===== src/rtl/core_dbus_bridge_if.sv =====
// Core data-port / system-bus bundle for core_dbus_bridge.
// The master modport is the bridge's view. The bridge is a slave to the core
// on the core_* side and a master on the bus_* side.
// The slave modport is the environment's view: the core plus the bus fabric.
interface core_dbus_bridge_if;
  // Core side
  logic        core_dvalid;
  logic [31:0] core_addr;
  logic        core_wen;
  logic [3:0]  core_be;
  logic [31:0] core_wdata;
  logic [31:0] core_rdata;
  logic        stall;
  // Bus side
  logic        bus_req;
  logic [31:0] bus_addr;
  logic        bus_we;
  logic [3:0]  bus_be;
  logic [31:0] bus_wdata;
  logic        bus_gnt;
  logic        bus_rvalid;
  logic [31:0] bus_rdata;
  // Abort indication
  logic        err;

  modport master (
    input  core_dvalid, core_addr, core_wen, core_be, core_wdata,
    output core_rdata, stall,
    output bus_req, bus_addr, bus_we, bus_be, bus_wdata,
    input  bus_gnt, bus_rvalid, bus_rdata,
    output err
  );

  modport slave (
    output core_dvalid, core_addr, core_wen, core_be, core_wdata,
    input  core_rdata, stall,
    input  bus_req, bus_addr, bus_we, bus_be, bus_wdata,
    output bus_gnt, bus_rvalid, bus_rdata,
    input  err
  );
endinterface


===== src/rtl/core_dbus_bridge.sv =====
// Single-outstanding bridge from a core load/store port to a req/gnt/rvalid bus.
//
// Handshake semantics:
//   Core side: when core_dvalid=1 in IDLE, the access is accepted on that edge.
//     stall stays high until the DONE cycle, and core_rdata is valid in DONE.
//   Bus side: bus_req stays high with stable fields until the bus_gnt edge.
//     After that, exactly one bus_rvalid completes the access. The rvalid may
//     share the gnt cycle.
//   A TIMEOUT-cycle budget, counted from REQ entry, aborts the access into DONE
//     with err=1 and zero data. A response in the last budget cycle still wins.
//   bus_rvalid outside REQ+gnt or WAIT is ignored.
// state_o exposes the FSM state for debug and checkers.
module core_dbus_bridge #(
  parameter int TIMEOUT = 255
) (
  input  logic               clk,
  input  logic               rstn,
  core_dbus_bridge_if.master dbus,
  output logic [1:0]         state_o
);

  localparam logic [1:0] S_IDLE = 2'd0;
  localparam logic [1:0] S_REQ  = 2'd1;
  localparam logic [1:0] S_WAIT = 2'd2;
  localparam logic [1:0] S_DONE = 2'd3;

  // The counter is wide enough to hold TIMEOUT itself, so it can saturate there.
  localparam int              CW       = (TIMEOUT < 2) ? 1 : $clog2(TIMEOUT + 1);
  localparam logic [CW-1:0]   CNT_MAX  = CW'(TIMEOUT);
  localparam logic [CW-1:0]   CNT_LAST = (TIMEOUT < 1) ? '0 : CW'(TIMEOUT - 1);

  logic [1:0]    state_q, state_d;
  logic [31:0]   addr_q, addr_d;
  logic          wen_q, wen_d;
  logic [3:0]    be_q, be_d;
  logic [31:0]   wdata_q, wdata_d;
  logic [31:0]   rdata_q, rdata_d;
  logic          err_q, err_d;
  logic [CW-1:0] cnt_q, cnt_d;
  logic          got_resp;

  // Next-state, capture, response and timeout decisions
  always_comb begin
    state_d  = state_q;
    addr_d   = addr_q;
    wen_d    = wen_q;
    be_d     = be_q;
    wdata_d  = wdata_q;
    rdata_d  = rdata_q;
    err_d    = 1'b0;
    cnt_d    = cnt_q;
    got_resp = 1'b0;
    case (state_q)
      S_IDLE: begin
        cnt_d = '0;
        if (dbus.core_dvalid) begin
          addr_d  = dbus.core_addr;
          wen_d   = dbus.core_wen;
          be_d    = dbus.core_be;
          wdata_d = dbus.core_wdata;
          state_d = S_REQ;
        end
      end
      S_REQ, S_WAIT: begin
        // In REQ, a response only counts together with the grant.
        got_resp = (state_q == S_REQ) ? (dbus.bus_gnt && dbus.bus_rvalid)
                                      : dbus.bus_rvalid;
        cnt_d    = (cnt_q == CNT_MAX) ? cnt_q : cnt_q + 1'b1;
        if (got_resp) begin
          rdata_d = wen_q ? 32'h0 : dbus.bus_rdata;
          state_d = S_DONE;
        end else if (cnt_q >= CNT_LAST) begin
          // The last budgeted cycle passed without a response.
          rdata_d = 32'h0;
          err_d   = 1'b1;
          state_d = S_DONE;
        end else if (state_q == S_REQ && dbus.bus_gnt) begin
          state_d = S_WAIT;
        end
      end
      S_DONE: begin
        state_d = S_IDLE;
      end
      default: begin
        state_d = S_IDLE;
      end
    endcase
  end

  // State and capture registers with synchronous active-low reset
  always_ff @(posedge clk) begin
    if (!rstn) begin
      state_q <= S_IDLE;
      addr_q  <= 32'h0;
      wen_q   <= 1'b0;
      be_q    <= 4'h0;
      wdata_q <= 32'h0;
      rdata_q <= 32'h0;
      err_q   <= 1'b0;
      cnt_q   <= '0;
    end else begin
      state_q <= state_d;
      addr_q  <= addr_d;
      wen_q   <= wen_d;
      be_q    <= be_d;
      wdata_q <= wdata_d;
      rdata_q <= rdata_d;
      err_q   <= err_d;
      cnt_q   <= cnt_d;
    end
  end

  // Bus fields come straight from the capture registers, so they stay stable while requesting.
  assign dbus.bus_req    = (state_q == S_REQ);
  assign dbus.bus_addr   = addr_q & 32'hFFFF_FFFC;
  assign dbus.bus_we     = wen_q;
  assign dbus.bus_be     = be_q;
  assign dbus.bus_wdata  = wdata_q;
  assign dbus.core_rdata = rdata_q;
  assign dbus.err        = err_q;
  assign dbus.stall      = (state_q == S_IDLE) ? dbus.core_dvalid
                                               : ((state_q == S_REQ) || (state_q == S_WAIT));
  assign state_o         = state_q;

endmodule


===== src/flat_wrapper.sv =====
// flat-port wrapper written by rule: the top's interface ports become plain ports
module core_dbus_bridge_flat 
#(
  parameter int TIMEOUT = 255
)
  (clk, rstn, state_o, dbus_core_dvalid, dbus_core_addr, dbus_core_wen, dbus_core_be, dbus_core_wdata, dbus_core_rdata, dbus_stall, dbus_bus_req, dbus_bus_addr, dbus_bus_we, dbus_bus_be, dbus_bus_wdata, dbus_bus_gnt, dbus_bus_rvalid, dbus_bus_rdata, dbus_err);
  core_dbus_bridge_if dbus_i ();
  input  logic clk;
  input  logic rstn;
  output logic [1:0] state_o;
  input wire logic [$bits(dbus_i.core_dvalid)-1:0] dbus_core_dvalid;
  input wire logic [$bits(dbus_i.core_addr)-1:0] dbus_core_addr;
  input wire logic [$bits(dbus_i.core_wen)-1:0] dbus_core_wen;
  input wire logic [$bits(dbus_i.core_be)-1:0] dbus_core_be;
  input wire logic [$bits(dbus_i.core_wdata)-1:0] dbus_core_wdata;
  output wire logic [$bits(dbus_i.core_rdata)-1:0] dbus_core_rdata;
  output wire logic [$bits(dbus_i.stall)-1:0] dbus_stall;
  output wire logic [$bits(dbus_i.bus_req)-1:0] dbus_bus_req;
  output wire logic [$bits(dbus_i.bus_addr)-1:0] dbus_bus_addr;
  output wire logic [$bits(dbus_i.bus_we)-1:0] dbus_bus_we;
  output wire logic [$bits(dbus_i.bus_be)-1:0] dbus_bus_be;
  output wire logic [$bits(dbus_i.bus_wdata)-1:0] dbus_bus_wdata;
  input wire logic [$bits(dbus_i.bus_gnt)-1:0] dbus_bus_gnt;
  input wire logic [$bits(dbus_i.bus_rvalid)-1:0] dbus_bus_rvalid;
  input wire logic [$bits(dbus_i.bus_rdata)-1:0] dbus_bus_rdata;
  output wire logic [$bits(dbus_i.err)-1:0] dbus_err;
  assign dbus_i.core_dvalid = dbus_core_dvalid;
  assign dbus_i.core_addr = dbus_core_addr;
  assign dbus_i.core_wen = dbus_core_wen;
  assign dbus_i.core_be = dbus_core_be;
  assign dbus_i.core_wdata = dbus_core_wdata;
  assign dbus_core_rdata = dbus_i.core_rdata;
  assign dbus_stall = dbus_i.stall;
  assign dbus_bus_req = dbus_i.bus_req;
  assign dbus_bus_addr = dbus_i.bus_addr;
  assign dbus_bus_we = dbus_i.bus_we;
  assign dbus_bus_be = dbus_i.bus_be;
  assign dbus_bus_wdata = dbus_i.bus_wdata;
  assign dbus_i.bus_gnt = dbus_bus_gnt;
  assign dbus_i.bus_rvalid = dbus_bus_rvalid;
  assign dbus_i.bus_rdata = dbus_bus_rdata;
  assign dbus_err = dbus_i.err;
  core_dbus_bridge #(.TIMEOUT(TIMEOUT)) u_core (.clk(clk), .rstn(rstn), .dbus(dbus_i), .state_o(state_o));
endmodule

===== config.mk =====
export PLATFORM = sky130hd
export DESIGN_NAME = core_dbus_bridge_flat
export DESIGN_NICKNAME = d
export VERILOG_FILES = /design/src/rtl/core_dbus_bridge_if.sv /design/src/rtl/core_dbus_bridge.sv /design/src/flat_wrapper.sv
export SDC_FILE = /design/constraint.sdc
export NUM_CORES = 1
export LEC_CHECK = 0
export BUFFER_PORTS_ARGS = -buffer_cell sky130_fd_sc_hd__buf_2
export CORE_MARGIN = 4
export CORE_UTILIZATION = 45
export CTS_CLUSTER_SIZE = 20
export DETAILED_ROUTE_END_ITERATION = 8
export PLACE_DENSITY = 0.78
export REMOVE_ABC_BUFFERS = 1
export SLEW_MARGIN = 5
export SYNTH_ARGS = -nofsm -noshare
export SYNTH_HDL_FRONTEND = slang
export SYNTH_SLANG_ARGS = --single-unit

===== constraint.sdc =====
create_clock -name clk -period 1.9 [get_ports clk]
set_input_delay 0.38 -clock clk [delete_from_list [all_inputs] [get_ports clk]]
set_output_delay 0.38 -clock clk [all_outputs]
set_load 0.05 [all_outputs]

# --- Yosys cells after proc, flatten, opt, wreduce, memory -nomap -nowiden ---
# Index checks and enable logic that the tools add are counted.
totals:
  ff_bits: 112
  out_inout_bits: 106
classes:
  n_addsub: 1
  magnitude_cmp: 1
  eq_ne: 7
  n_mux: 13
  bitwise: 2
  reduce_logical: 12
op_table:
  columns: ["op", "n"]
  rows:
  - ["32-bit 2-to-1 mux", 3]
  - ["8-bit case mux with 2 select lines", 1]
  - ["8-bit by 1-bit adder with 8-bit output, second input constant", 1]
  - ["8-bit == test, second input constant", 1]
  - ["8-bit greater-or-equal comparator, second input constant", 1]
  - ["2-bit 2-to-1 mux", 4]
  - ["8-bit 2-to-1 mux", 1]
  - ["2-bit AND reduction", 4]
  - ["2-bit case mux with 3 select lines", 1]
  - ["2-bit == test, second input constant", 2]
  - ["2-bit != test, second input constant", 2]
  - ["4-bit by 1-bit != test with 1-bit output, second input constant", 1]
  - ["2-bit nonzero test", 2]
  - ["1-bit 2-to-1 mux", 3]
  - ["3-bit OR reduction", 1]
  - ["2-bit by 1-bit == test with 1-bit output, second input constant", 1]
  - ["1-bit logical AND", 2]
  - ["2-bit logical NOT", 1]
  - ["1-bit inverter", 2]
  - ["2-bit OR reduction", 1]
  - ["1-bit logical OR", 1]

# --- Depth between registers and ports, before layout ---
# Gate-level depths: netlist of the first run.
logic_depth:
  ltp_word: 6
  ltp_mapped: 8
  ltp_nobuf: 6

# --- Least setup slack after synthesis of the first run ---
# No wires, ideal clock.
synth_timing:
  kind: "register to output"
  from: "register u_core.state_q[0], in the netlist u_core.state_o[0]"
  to: "output dbus_stall"
  arrival_time_ns: 2.421
  required_ns: 1.520
  slack_ns: -0.901
  stages_incl_launch_ff: 6
  n_path_buf: 1
  path_cell_list: "dfxtp_1 > inv_1 > ha_1 > buf_4 > inv_1 > o21ai_0"
synth_between:
  elab_chain_cells: 3
  elab_cells_between_ends: 5
  classes_between: "2 x eq/ne; 1 x mux; 2 x reduce/logical"
synth_lines:
  columns: ["item", "line_no", "text"]
  rows:
  - ["start: declaration", "core_dbus_bridge.sv:32", "logic [1:0] state_q, state_d;"]
  - ["start signal: assignment", "core_dbus_bridge.sv:102", "state_q <= state_d;"]
  - ["2-bit by 1-bit == test with 1-bit output / 2-bit == test (equally long branches)", "core_dbus_bridge.sv:122", ": ((state_q == S_REQ) || (state_q == S_WAIT));"]
  - ["1-bit logical OR", "core_dbus_bridge.sv:122", null]
  - ["1-bit 2-to-1 mux (*)", "core_dbus_bridge.sv:121", "assign dbus.stall = (state_q == S_IDLE) ? dbus.core_dvalid"]
  - ["end: declaration", "flat_wrapper.sv:17", "output wire logic [$bits(dbus_i.stall)-1:0] dbus_stall;"]
# Every way passes the cells marked *; elsewhere a longest branch is shown, timed or not.

# --- Final worst setup path of the first run ---
# Same ends and word-level chain as after synthesis.

==> flow_summary_export.csv, run 1 <==
group,metric,value,unit
sta,finalCritPeriodShare,0.947,
run,maxCapViolations,0,
pwr,worst_ir_drop_vdd,0.000814,V
finish,area_delta_synth_final,32.8,%
global_routing,grt_pass1_vias,3665,
clocking,clk_latency,0.36,ns
finish,fin_util,0.624,
finish,final_cell_mix,"buf_2 (206), nand2_1 (144), dfxtp_1 (108)",
place,placed_cells,742,
sta,min_period,1.80,ns
place,placed_cell_area,5330,um2
global_routing,antenna_found_initial,0,
worst_setup_path,cp.arrival,1.42,ns
synthesis,yosysSeqAreaShare,0.527,
synthesis,syn-instance-count,448,
clocking,clock_sinks,110,
synthesis,ys_types,43,
global_routing,grt_pass1_wl,17.0,mm
pwr,swShare,0.458,
sta,rsz0062_at_grt,"false",
route,viasPerCell,4.96,
finish,num-fill-cells,767,
sta,final.setup.worst_slack,0.100,ns
route,post-route-drc-count,0,
global_routing,grt_max_degree,71,
finish,finalNonFillerCells,760,
clocking,cts_tree,"built",
finish,drive_gt1_frac,0.383,
worst_setup_path,reg2regPathDepth,7,
sta,setup_tns,0,ns
synthesis,synth_edf_count,0,
worst_setup_path,critical_path.max_fanout,3,
sta,skew,0.0135,ns
sta,setup_viol,0,
pwr,clkPwrFrac,0.158,
route,postRouteAntennaNets,0,
worst_setup_path,critPathSlowestCell,"dfxtp_2",
worst_setup_path,critPathLaunch,"u_core.state_o[0]$_SDFFE_PN0P_",
worst_setup_path,end_kind,"primary output",
finish,final_area,5550,um2
worst_setup_path,critPathKind,"flip-flop to primary output",
die,fp.dieW,104,um
synthesis,async_flop_share,0,
worst_setup_path,cp-start-kind,"flip-flop",
clocking,hold_buffers,0,
die,ios,212,
route,routed-via-count,3772,
global_routing,grt_overflow_total,0,
worst_setup_path,reg2reg_slack,0.26,ns
sta,finalHoldViolations,0,
clocking,cts_buffers,9,
die,die_area,10900,um2
worst_setup_path,r2r_end,"u_core.dbus.core_rdata[12]$_SDFFE_PN0P_",
global_routing,grt_use_total,0.190,
finish,multiInputGateArea,1810,um2
synthesis,synth.cell_area,4180,um2
min_path,hold_class,"primary input to flip-flop",
worst_setup_path,crit_chain,"inv_1 -> ha_4 -> inv_1 -> o21ai_2 -> buf_6",
pwr,p_sw,3.66,mW
route,routed_wl,10.7,mm
synthesis,synth-seq-cells,110,
status,outcome,"completed",
place,dp_hpwl,7.89,mm
worst_setup_path,crit_top_cell,"inv_1",
finish,nets,760,
pwr,p_seq_frac,0.369,
die,start_util,0.470,
route,drt_iter0_drc,147,
die,fp.dieH,104,um
clocking,cts-root-buf,"clkbuf_8",
clocking,cts.path.max_buffers,2,
worst_setup_path,slowest_delay,0.34,ns
worst_setup_path,cp.required,1.52,ns
die,std_cell_rows,34,
synthesis,avgSynthCellArea,9.33,um2
sta,drv_slew,0,
synthesis,ys_warn_count,0,
place,dp_slack,0.0943,ns
min_path,holdPathStages,2,
pwr,power_density,1440,nW/um2
route,routedWlPerCell,14.0,um
place,gp_routability_congestion,0.790,
die,coreArea,8890,um2
clocking,h-tree-depth,3,
sta,fmax,556,MHz
pwr,intPower,4.33,mW
pwr,combPwrFrac,0.473,
worst_setup_path,endpoint,"dbus_stall",
finish,final_common_cell,"buf_2",
pwr,leakagePower,2.67,nW
worst_setup_path,reg2reg_from,"u_core.cnt_q[0]$_SDFFE_PN0P_",
finish,seq_area,2200,um2
place,io_buffer_count,207,
finish,antennaDiodeCount,0,
synthesis,synth-main-ff-cell,"dfxtp_1",
clocking,clkTransAtPathRegs,0.10,ns
route,first_pass_iters,4,
## stage by stage
| stage | power (mW) | hold slack [ns] |
|---|---|---|
| finish | 7.98 | 0.217 |
| global route | 8.43 | 0.199 |
| CTS | 8.03 | 0.200 |
| detailed placement | 6.65 | 0.443 |
| global placement | 6.57 | 0.437 |
| floorplan | 5.55 | 0.491 |
## cells by family after synthesis
logic type / Yosys count / share of synthesized area
adders and majority gates: 6 / 0.0180
and+or+nand+nor: 168 / 0.164
muxes: 4 / 0.00988
AOI/OAI and AO/OA: 119 / 0.230
DFF: 110 / 0.527
xor gates and xnor gates: 2 / 0.00419
other: 1 / 0.000898
buffers and inverters: 38 / 0.0464
## area by class of cell
class / count / area share
multi-input cells: 301 / 0.326
clock inverters: 5 / 0.00654
clock buffers: 10 / 0.0248
repair buffers: 220 / 0.217
inverters: 6 / 0.00406
well taps: 108 / 0.0244
flip-flops and latches: 110 / 0.397
## worst min path at each step
stage                                                    endpoint                      startpoint
after floorplan                      u_core.cnt_q[3]$_SDFFE_PN0P_    u_core.cnt_q[3]$_SDFFE_PN0P_
after global placement             u_core.addr_q[16]$_SDFFE_PN0P_  u_core.addr_q[16]$_SDFFE_PN0P_
after detailed placement           u_core.addr_q[30]$_SDFFE_PN0P_  u_core.addr_q[30]$_SDFFE_PN0P_
after CTS                 u_core.dbus.core_rdata[16]$_SDFFE_PN0P_              dbus_bus_rdata[16]
after global routing       u_core.dbus.core_rdata[2]$_SDFFE_PN0P_               dbus_bus_rdata[2]
final                     u_core.dbus.core_rdata[16]$_SDFFE_PN0P_              dbus_bus_rdata[16]
## metal layers
layer  up-vias  share of wire  routed length [um]  global-route usage
met2       172           0.46                4950               0.322
met3         8          0.098                1040              0.0646
met5         -              0                   0                   0
li1       1901              -                   -                   -
met4         0         0.0084                  90              0.0608
met1      1691           0.43                4590               0.224
## registers in the layout, indices dropped and copies added (netlist names)
register / flops
u_core.dbus.bus_we: 1
u_core.state_o: 2
u_core.dbus.err: 1
u_core.cnt_q: 8
u_core.dbus.core_rdata: 32
u_core.dbus.bus_wdata: 32
u_core.dbus.bus_be: 4
u_core.addr_q: 30
## power by group through the flow
stage / combinational, mW / clock (mW) / sequential, mW
CTS: 3.78 / 1.30 / 2.94
finish: 3.78 / 1.26 / 2.94
floorplan: 1.19 / 0 / 4.37
global route: 4.04 / 1.39 / 3.00
global placement: 3.58 / 0 / 2.99
detailed placement: 3.65 / 0 / 3.00
## cell usage after synthesis, types with 3 or more instances
library cell | count | area [um2]
nand2_1 | 145 | 544
dfxtp_1 | 110 | 2200
a21boi_1 | 67 | 503
a22o_1 | 32 | 280
clkbuf_1 | 13 | 48.8
buf_2 | 11 | 55.1
nor2_1 | 9 | 33.8
ha_1 | 6 | 75.1
inv_1 | 5 | 18.8
buf_4 | 4 | 30.0
a21oi_1 | 3 | 15.0
buf_6 | 3 | 33.8
mux2i_1 | 3 | 30.0
o21ai_1 | 3 | 15.0
## critical path: cells and delay by family (launching register included)
| family | cells | cell delay [ns] |
|---|---|---|
| flip-flops | 1 | 0.34 |
| buffers and inverters | 3 | 0.29 |
| AO/OA/AOI/OAI | 1 | 0.13 |
| adder cells (fa/ha/maj) | 1 | 0.28 |
## what timing repair did
item / 4_1_cts / 5_1_grt
buffers inserted: 2 / 1
pin swaps: 0 / 2
setup endpoints to repair: 1 / 1
resized for setup: 7 / 0
Note: power is estimated with default switching activity, not from simulation.
==> run 2: changes to the inputs <==
Settings changed: CAP_MARGIN from default to 25, RECOVER_POWER from default to 50.
==> run 2 against run 1 <==
Effect of this change:
- clock-buffer cell count unchanged
- core utilization shrank 1.4 points
- die area did not move
- cell count is the same
- clock power about the same
- largest cell class unchanged
- setup slack better by 0.0036 ns
==> flow_summary_export.csv, run 2 (synthesis gave the netlist of run 1 again) <==
group,metric,value,unit
finish,seq_area,2200,um2
sta,slew_headroom,0.568,
clocking,clkTransAtPathRegs,0.10,ns
place,dp_hpwl,7.89,mm
finish,antennaDiodeCount,0,
sta,skew,0.0129,ns
route,routed_wl,10.7,mm
die,fp.dieW,104,um
route,drt_iter0_drc,149,
route,viasPerCell,5.01,
global_routing,grt_use_total,0.190,
min_path,hold_class,"primary input to flip-flop",
sta,setup_tns,0,ns
global_routing,grt_pass1_vias,3665,
sta,tightestPinTransition,0.650,ns
pwr,worst_ir_drop_vdd,0.000801,V
finish,finalNonFillerCells,760,
clocking,cts.path.max_buffers,2,
route,first_pass_iters,4,
worst_setup_path,reg2regPathDepth,7,
status,outcome,"completed",
die,ios,212,
finish,multiInputGateArea,1810,um2
global_routing,grt_overflow_total,0,
sta,setup_viol,0,
worst_setup_path,cp.required,1.52,ns
pwr,power_density,1450,nW/um2
finish,area_delta_synth_final,29.8,%
clocking,cts_buffers,9,
clocking,clk_latency,0.36,ns
worst_setup_path,cp.arrival,1.42,ns
place,placed_cells,742,
clocking,clock_sinks,110,
worst_setup_path,cp-start-kind,"flip-flop",
route,postRouteAntennaNets,0,
finish,num-fill-cells,839,
sta,drv_slew,0,
pwr,clkPwrFrac,0.160,
place,gp_routability_congestion,0.790,
sta,whs,0.218,ns
finish,drive_gt1_frac,0.227,
die,std_cell_rows,34,
route,post-route-drc-count,0,
sta,fmax,557,MHz
die,die_area,10900,um2
route,routed-via-count,3805,
worst_setup_path,critPathKind,"flip-flop to primary output",
pwr,swShare,0.465,
clocking,h-tree-depth,3,
finish,final_common_cell,"nand2_1",
pwr,leakagePower,2.25,nW
clocking,cts-root-buf,"clkbuf_8",
min_path,holdPathStages,2,
run,maxCapViolations,0,
worst_setup_path,end_kind,"primary output",
pwr,p_sw,3.67,mW
clocking,hold_buffers,0,
pwr,p_seq_frac,0.375,
finish,nets,760,
pwr,finalPower,7.88,mW
die,start_util,0.470,
global_routing,grt_pass1_wl,17.0,mm
die,fp.dieH,104,um
clocking,cts_tree,"built",
route,routedWlPerCell,14.1,um
worst_setup_path,critical_path.max_fanout,3,
finish,final_cell_mix,"nand2_1 (144), dfxtp_1 (108), buf_2 (105)",
sta,finalCritPeriodShare,0.945,
worst_setup_path,reg2reg_slack,0.26,ns
pwr,combPwrFrac,0.465,
sta,min_period,1.80,ns
die,coreArea,8890,um2
pwr,intPower,4.22,mW
global_routing,grt_max_degree,71,
place,io_buffer_count,207,
sta,finalHoldViolations,0,
sta,rsz0062_at_grt,"false",
global_routing,antenna_found_initial,0,
==> run 2: changes by cell type in the layout (fill, tap and decap cells not counted), sizes merged <==
cell	change
buf	-101
clkbuf	+101
==> run 2: path summary, 6_finish.rpt <==
check | start | to
worst max-delay path | u_core.state_o[0]$_SDFFE_PN0P_ | dbus_stall
worst min-delay path | dbus_bus_rdata[16] | u_core.dbus.core_rdata[16]$_SDFFE_PN0P_
worst max register to register | u_core.cnt_q[0]$_SDFFE_PN0P_ | u_core.dbus.core_rdata[12]$_SDFFE_PN0P_
worst min register to register | u_core.addr_q[5]$_SDFFE_PN0P_ | u_core.addr_q[5]$_SDFFE_PN0P_
==> run 2: repair_timing <==
action,CTS,global route
setup buffers,2,1
endpoints found under the setup margin,1,1
cloned,0,0
gates resized for setup,7,0
pin swaps,0,2
==> run 2: area by class of cell <==
cell class,count,area share
Inverter,6,0.00415
Clock buffer,10,0.0254
Clock inverter,5,0.00669
Sequential cell,110,0.407
Tap cell,108,0.0249
Timing Repair Buffer,220,0.198
Multi-Input combinational cell,301,0.334
==> run 2: per-layer routing <==
metal | vias up | global-route usage | wire (um) | part of all wire
li1 | 1901 | - | - | -
met1 | 1715 | 0.224 | 4650 | 0.43
met2 | 172 | 0.322 | 4920 | 0.46
met3 | 17 | 0.0646 | 989 | 0.092
met4 | 0 | 0.0608 | 170 | 0.016
met5 | - | 0 | 0 | 0
==> run 2: worst max-delay path, cell delays in order, from the launching register on <==
cell	delay, ns
dfxtp_2	0.34
inv_1	0.07
ha_4	0.28
inv_1	0.05
o21ai_2	0.13
buf_6	0.17
==> run 2: power groups by stage <==
| stage | clock (mW) | sequential, mW | combinational, mW |
|---|---|---|---|
| 6_report | 1.26 | 2.96 | 3.67 |
| 4_1_cts | 1.30 | 2.94 | 3.78 |
| 2_1_floorplan | 0 | 4.37 | 1.19 |
| 3_5_place_dp | 0 | 3.00 | 3.65 |
| 5_1_grt | 1.39 | 3.01 | 3.93 |
| 3_3_place_gp | 0 | 2.99 | 3.58 |
==> run 2: stage by stage <==
stage	utilization	worst slack [ns]	area [um2]
final	0.610	0.104	5420
after global routing	0.610	0.00664	5420
after CTS	0.623	0.0476	5540
after detailed placement	0.599	0.0943	5330
after global placement	0.599	0.144	5330
after floorplan	-	-1.63	4010
